==> src/rtl/packet_framebuffer_writer.sv <==
// Packet consumer: pixel strobes become frame-buffer writes,
// audio strobes feed a sample FIFO drained by audio_tick.
module packet_framebuffer_writer #(
  parameter int PIXELS_PER_PACKET = 320,
  parameter int FB_DEPTH          = 76800,
  parameter int AUDIO_DEPTH       = 256
) (
  input  logic        clk,
  input  logic        rst_n,
  input  logic        pkt_valid,
  input  logic        addr_axiiv,
  input  logic [23:0] addr,
  input  logic        pixel_axiiv,
  input  logic [7:0]  pixel,
  input  logic        audio_axiiv,
  input  logic [7:0]  audio,
  input  logic        audio_tick,
  output logic        fb_we,
  output logic [16:0] fb_addr,
  output logic [7:0]  fb_data,
  output logic [7:0]  audio_out,
  output logic        audio_out_valid,
  output logic        audio_underflow,
  output logic        audio_overflow,
  output logic        pkt_done,
  output logic        pkt_error,
  output logic [15:0] pkt_count
);

  localparam int IW = $clog2(PIXELS_PER_PACKET);
  localparam int AW = $clog2(AUDIO_DEPTH);
  localparam int CW = AW + 1;

  localparam logic [IW-1:0] LAST_IDX = IW'(PIXELS_PER_PACKET - 1);
  localparam logic [24:0]   PPP      = 25'(PIXELS_PER_PACKET);
  localparam logic [24:0]   FBD      = 25'(FB_DEPTH);
  localparam logic [CW-1:0] FULL_CNT = CW'(AUDIO_DEPTH);

  typedef enum logic [1:0] {
    IDLE,
    PIXELS,
    AUDIO,
    DROP
  } state_t;

  state_t state, state_n;

  logic          pkt_valid_d;
  logic          eop;
  logic          addr_oor;
  logic [16:0]   base, base_n;
  logic [IW-1:0] idx, idx_n;
  logic          fb_we_n;
  logic [16:0]   fb_addr_n;
  logic [7:0]    fb_data_n;
  logic          done_n;
  logic          err_n;
  logic          push_req;

  logic [7:0]    mem [AUDIO_DEPTH];
  logic [AW-1:0] wr_ptr, rd_ptr;
  logic [CW-1:0] count;
  logic          full;
  logic          empty;
  logic          push;
  logic          pop;

  assign eop      = pkt_valid_d & ~pkt_valid;
  assign addr_oor = ({1'b0, addr} + PPP) > FBD;

  assign full  = (count == FULL_CNT);
  assign empty = (count == '0);
  assign pop   = audio_tick & ~empty;
  assign push  = push_req & (~full | pop);

  // Packet state and per-packet write position
  always_ff @(posedge clk or negedge rst_n) begin
    if (!rst_n) begin
      state       <= IDLE;
      pkt_valid_d <= 1'b0;
      base        <= '0;
      idx         <= '0;
    end else begin
      state       <= state_n;
      pkt_valid_d <= pkt_valid;
      base        <= base_n;
      idx         <= idx_n;
    end
  end

  // Next state and next values of the registered outputs
  always_comb begin
    state_n   = state;
    base_n    = base;
    idx_n     = idx;
    fb_we_n   = 1'b0;
    fb_addr_n = fb_addr;
    fb_data_n = fb_data;
    done_n    = 1'b0;
    err_n     = 1'b0;
    push_req  = 1'b0;
    unique case (state)
      IDLE: begin
        if (addr_axiiv) begin
          if (addr_oor) begin
            err_n   = 1'b1;
            state_n = DROP;
          end else begin
            base_n  = addr[16:0];
            idx_n   = '0;
            state_n = PIXELS;
          end
        end
      end
      PIXELS: begin
        if (pixel_axiiv) begin
          fb_we_n   = 1'b1;
          fb_addr_n = base + 17'(idx);
          fb_data_n = pixel;
          idx_n     = idx + 1'b1;
        end
        if (pixel_axiiv && idx == LAST_IDX) begin
          if (eop) begin
            done_n  = 1'b1;
            state_n = IDLE;
          end else begin
            state_n = AUDIO;
          end
        end else if (eop) begin
          err_n   = 1'b1;
          state_n = IDLE;
        end
      end
      AUDIO: begin
        push_req = audio_axiiv;
        if (eop) begin
          done_n  = 1'b1;
          state_n = IDLE;
        end
      end
      DROP: begin
        if (eop) state_n = IDLE;
      end
    endcase
  end

  // Frame-buffer port and packet status outputs
  always_ff @(posedge clk or negedge rst_n) begin
    if (!rst_n) begin
      fb_we     <= 1'b0;
      fb_addr   <= '0;
      fb_data   <= '0;
      pkt_done  <= 1'b0;
      pkt_error <= 1'b0;
      pkt_count <= '0;
    end else begin
      fb_we     <= fb_we_n;
      fb_addr   <= fb_addr_n;
      fb_data   <= fb_data_n;
      pkt_done  <= done_n;
      pkt_error <= err_n;
      pkt_count <= pkt_count + 16'(done_n);
    end
  end

  // Audio sample storage; contents need no reset
  always_ff @(posedge clk) begin
    if (push) mem[wr_ptr] <= audio;
  end

  // FIFO pointers, occupancy and sample-rate output
  always_ff @(posedge clk or negedge rst_n) begin
    if (!rst_n) begin
      wr_ptr          <= '0;
      rd_ptr          <= '0;
      count           <= '0;
      audio_out       <= '0;
      audio_out_valid <= 1'b0;
      audio_underflow <= 1'b0;
      audio_overflow  <= 1'b0;
    end else begin
      if (push) wr_ptr <= wr_ptr + 1'b1;
      if (pop) begin
        rd_ptr    <= rd_ptr + 1'b1;
        audio_out <= mem[rd_ptr];
      end
      unique case (1'b1)
        push & ~pop: count <= count + 1'b1;
        pop & ~push: count <= count - 1'b1;
        default: ;
      endcase
      audio_out_valid <= pop;
      audio_underflow <= audio_tick & empty;
      audio_overflow  <= push_req & full & ~pop;
    end
  end

endmodule

==> config.mk <==
export PLATFORM = sky130hd
export DESIGN_NAME = packet_framebuffer_writer
export DESIGN_NICKNAME = d
export VERILOG_FILES = /design/src/rtl/packet_framebuffer_writer.sv
export SDC_FILE = /design/constraint.sdc
export NUM_CORES = 2
export LEC_CHECK = 0
export BUFFER_PORTS_ARGS = -buffer_cell sky130_fd_sc_hd__buf_4
export CORE_MARGIN = 2
export CORE_UTILIZATION = 63
export CTS_CLUSTER_SIZE = 8
export DETAILED_ROUTE_END_ITERATION = 16
export GPL_TIMING_DRIVEN = 0
export HOLD_SLACK_MARGIN = 0.1
export MAX_ROUTING_LAYER = met4
export PLACE_DENSITY_LB_ADDON = 0.1
export SETUP_SLACK_MARGIN = 0.05
export SLEW_MARGIN = 20
export SYNTH_ARGS = -nofsm -noshare
export SYNTH_HDL_FRONTEND = slang
export SYNTH_SLANG_ARGS = --single-unit
==> constraint.sdc <==
create_clock -name clk -period 4.2 [get_ports clk]
set_clock_uncertainty 0.15 [all_clocks]
set_input_delay 0.84 -clock clk [delete_from_list [all_inputs] [get_ports clk]]
set_output_delay 0.84 -clock clk [all_outputs]
set_load 0.1 [all_outputs]
==> results_dict.tcl <==
set metrics [dict create \
    drive_gt1_share_pct 29.1 \
    combPwrFrac_pct 36.5 \
    crit_path_end "audio_out[3]$_DFFE_PN0P_" \
    cts.sinks 2157 \
    p_leak_nw 32.5 \
    area_growth_pct 16.9 \
    port-buffer-count 101 \
    grt_use_total_pct 47.7 \
    cp_slowest_cell "clkbuf_2" \
    synth_area_um2 85000 \
    via_count 50400 \
    via_per_inst 7.72 \
    grt_pass1_wl_um 413000 \
    cts-root-buf "clkbuf_16" \
    gp_congestion 1.05 \
    core-area_um2 134000 \
    p_seq_share_pct 32.9 \
    multi_input_area_um2 19800 \
    cts_made_buffers 319 \
    path_delay_family "buffers and inverters" \
    drt-pass1-iter-count 8 \
    n_fill_cell 7399 \
    slowest_delay_ns 0.78 \
    synth_edf_count 2048 \
    syn_inst 4159 \
    setup_viol_count_final 8 \
    cap_violations 0 \
    met2_length_um 131000 \
    netlist.area_leader.share_pct 72.3 \
    pwr-share-clk_pct 30.7 \
    violations "negative setup slack" \
    antenna_found_initial 19 \
    rsz0062_at_grt "true" \
    grt_pass1_vias 47400 \
    r2r-end "audio_out[3]$_DFFE_PN0P_" \
    pwr_density_cell_nw_per_um2 741 \
    rr_startpoint "rd_ptr[3]$_DFFE_PN0P_" \
    synthFlopType "edfxtp_1" \
    yosys_warnings 0 \
    synth_top_area_cell "edfxtp_1" \
    cp.depth 8 \
    place_area_um2 89400 \
    holdCritPathClass "in2reg" \
    holdWs_ns 0.186 \
    drt-initial-drc-count 9657 \
    irDropWorstVdd_mv 0.585 \
    path_class "reg2reg" \
    clkTransAtPathRegs_ns 0.05 \
    p_sw_w 0.0277 \
    clockBufferDepth 4 \
    wl_met1_um 99800 \
    worstPathRequired_ns 4.84 \
    route.detailed.drc 0 \
    clock_latency_ns 0.93 \
    dr_wl_met3_um 56300 \
    rows 134 \
    fp.dieW_um 371 \
    pin_count 102 \
    synthTopCellsByCount "edfxtp_1, mux4_2, nor2_1" \
    maxSlewHeadroom_pct 9.20 \
    regArea_um2 64200 \
    synthArstFlopShare_pct 5.05 \
    drt-wirelength-per-cell_um 48.1 \
    power.internal_w 0.0459 \
    finalWorstSetupSlack_ns -0.212 \
    fin_crit_ns 4.41 \
    worst-r2r-cell-count 8 \
    ys_ff_latch 2157 \
    crit_path_end_kind "register" \
    synth_most_common_cell "edfxtp_1" \
    grt-ovfl-total 0 \
    htree_num_levels 5 \
    cts_tree "built" \
    nets 4746 \
    rrSetupSlack_ns -0.21 \
    avgSynthCellArea_um2 20.4 \
    netSwitchingFraction_pct 37.6 \
    run_status "finished, violations left" \
    max_freq_mhz 227 \
    startpoint "rd_ptr[3]$_DFFE_PN0P_" \
    initial_utilization_pct 63.6 \
    hold_violations 0 \
    die_area_um2 138000 \
    crit_chain "buf_4 > buf_6 > clkbuf_2 > buf_2 > nand3_1 > a31oi_1 > o311ai_1 > o22a_1" \
    ant_nets 0 \
    critPathLaunchType "register" \
    arrival_ns 5.05 \
    drv_slew 0 \
    wirelength_um 314000 \
    worst_slew_pin_slew_ns 1.36 \
    synth.yosys.seq_area_share_pct 75.5 \
    syn-num-nets 4236 \
    worst-path-buf-inv 4 \
    period_share_pct 105 \
    worstPathMaxFanout 11 \
    top_layer_used "met4" \
    dpl.hpwl_um 197000 \
    fin_area_um2 99300 \
    dieHeight_um 371 \
    yosys-top-cells-area "edfxtp_1, mux4_2, dfrtp_1, mux2i_1, nor2_1" \
    ys_types 78 \
    grt_max_degree 135 \
]
==> cell type report <==
type                       count  area share [%]
multi-input combinational   1740            19.9
clock buffer                 380            8.39
tap                         1768            2.23
timing repair buffer         191            2.52
sequential                  2157            64.7
buffer                       233            2.02
clock inverter                 7          0.0730
inverter                      27           0.102
antenna                       26          0.0655
==> layer usage <==
metal	vias up	global-route usage, %
met1	25700	58.8
met4	0	30.7
met3	1297	23.0
met2	5336	63.0
met5	-	-
li1	18100	-
==> kinds of logic after synthesis <==
group	after synthesis	share of synthesized area, %
AND/OR/NAND/NOR	575	2.94
flip-flops	2157	75.5
XOR/XNOR	50	0.515
buffers and inverters	262	1.87
adder cells (fa/ha/maj)	30	0.459
AO/OA/AOI/OAI	375	3.03
multiplexers	710	15.6
==> cell usage in the layout (no fill, tap or decap), types with 30 or more instances in the layout <==
cell type      synthesis  layout
clkbuf_16              0     325
clkbuf_1              96      91
buf_16                 0      42
nand2_1              103     102
clkbuf_2               1      46
a21oi_1               69      64
o22ai_1               33      32
dfrtp_1              109     109
o21ai_0               69      63
buf_6                 33      42
buf_4                 33     131
mux4_2               475     475
mux2_2                35      35
nor2_1               314     186
edfxtp_1            2048    2048
a22oi_1               31      30
mux2i_1              188     185
nand3_1               52      36
xnor2_1               31      31
nor2_2                 0     115
a211oi_1              38      37
dlygate4sd3_1          0      33
==> worst min-delay path by stage <==
stage | start | end | slack [ns] | depth (start not counted)
floorplan | count[8]$_DFFE_PN0P_ | audio_underflow$_DFF_PN0_ | 0.31 | 1
global placement | pkt_count[15]$_DFF_PN0_ | pkt_count[15]$_DFF_PN0_ | 0.31 | 1
finish | pixel_axiiv | idx[1]$_DFFE_PN0P_ | 0.19 | 4
CTS | pixel_axiiv | idx[1]$_DFFE_PN0P_ | 0.15 | 4
detailed placement | pkt_count[15]$_DFF_PN0_ | pkt_count[15]$_DFF_PN0_ | 0.32 | 1
global route | audio[2] | mem[128][2]$_DFFE_PP_ | 0.21 | 1
==> power by group through the flow <==
stage	Clock, W	Combinational (W)	Sequential (W)
2_1_floorplan	0	0.0109	0.0254
3_3_place_gp	0	0.0235	0.0246
3_5_place_dp	0	0.0243	0.0246
4_1_cts	0.0223	0.0249	0.0242
5_1_grt	0.0232	0.0258	0.0242
6_report	0.0226	0.0268	0.0242
==> stage by stage <==
step	worst slack [ns]	util (%)	instances	setup TNS (ns)	total power, W
floorplan	0.994	-	4159	0	0.0363
global route	0.0342	74.3	6520	0	0.0732
CTS	-0.126	74.1	6500	-7.24	0.0714
finish	-0.212	74.3	6529	-1.17	0.0736
detailed placement	-1.19	66.9	6079	-335.67	0.0488
global placement	-2.18	65.8	6028	-890.21	0.0481
==> what timing repair did <==
| item | 4_1_cts | 5_1_grt |
|---|---|---|
| pin swaps | 2 | 3 |
| hold buffers | 33 | 0 |
| endpoints found under the setup margin | 1124 | 1270 |
| hold endpoints to repair | 115 | 0 |
| setup buffers | 3 | 3 |
| resized for setup | 279 | 53 |
==> state kept, by name, summed over array words and instances, names as in the netlist, 9 cells and up <==
register and flops:
mem 2048, base 17, fb_addr 17, pkt_count 16, count 9, idx 9
==> tightest hold or removal path, cell delays in order <==
cell and delay, ns:
buf_4 0.11, nand3_1 0.06, o21ai_0 0.07, a22o_1 0.12
Power figures use the tool's default switching activity.
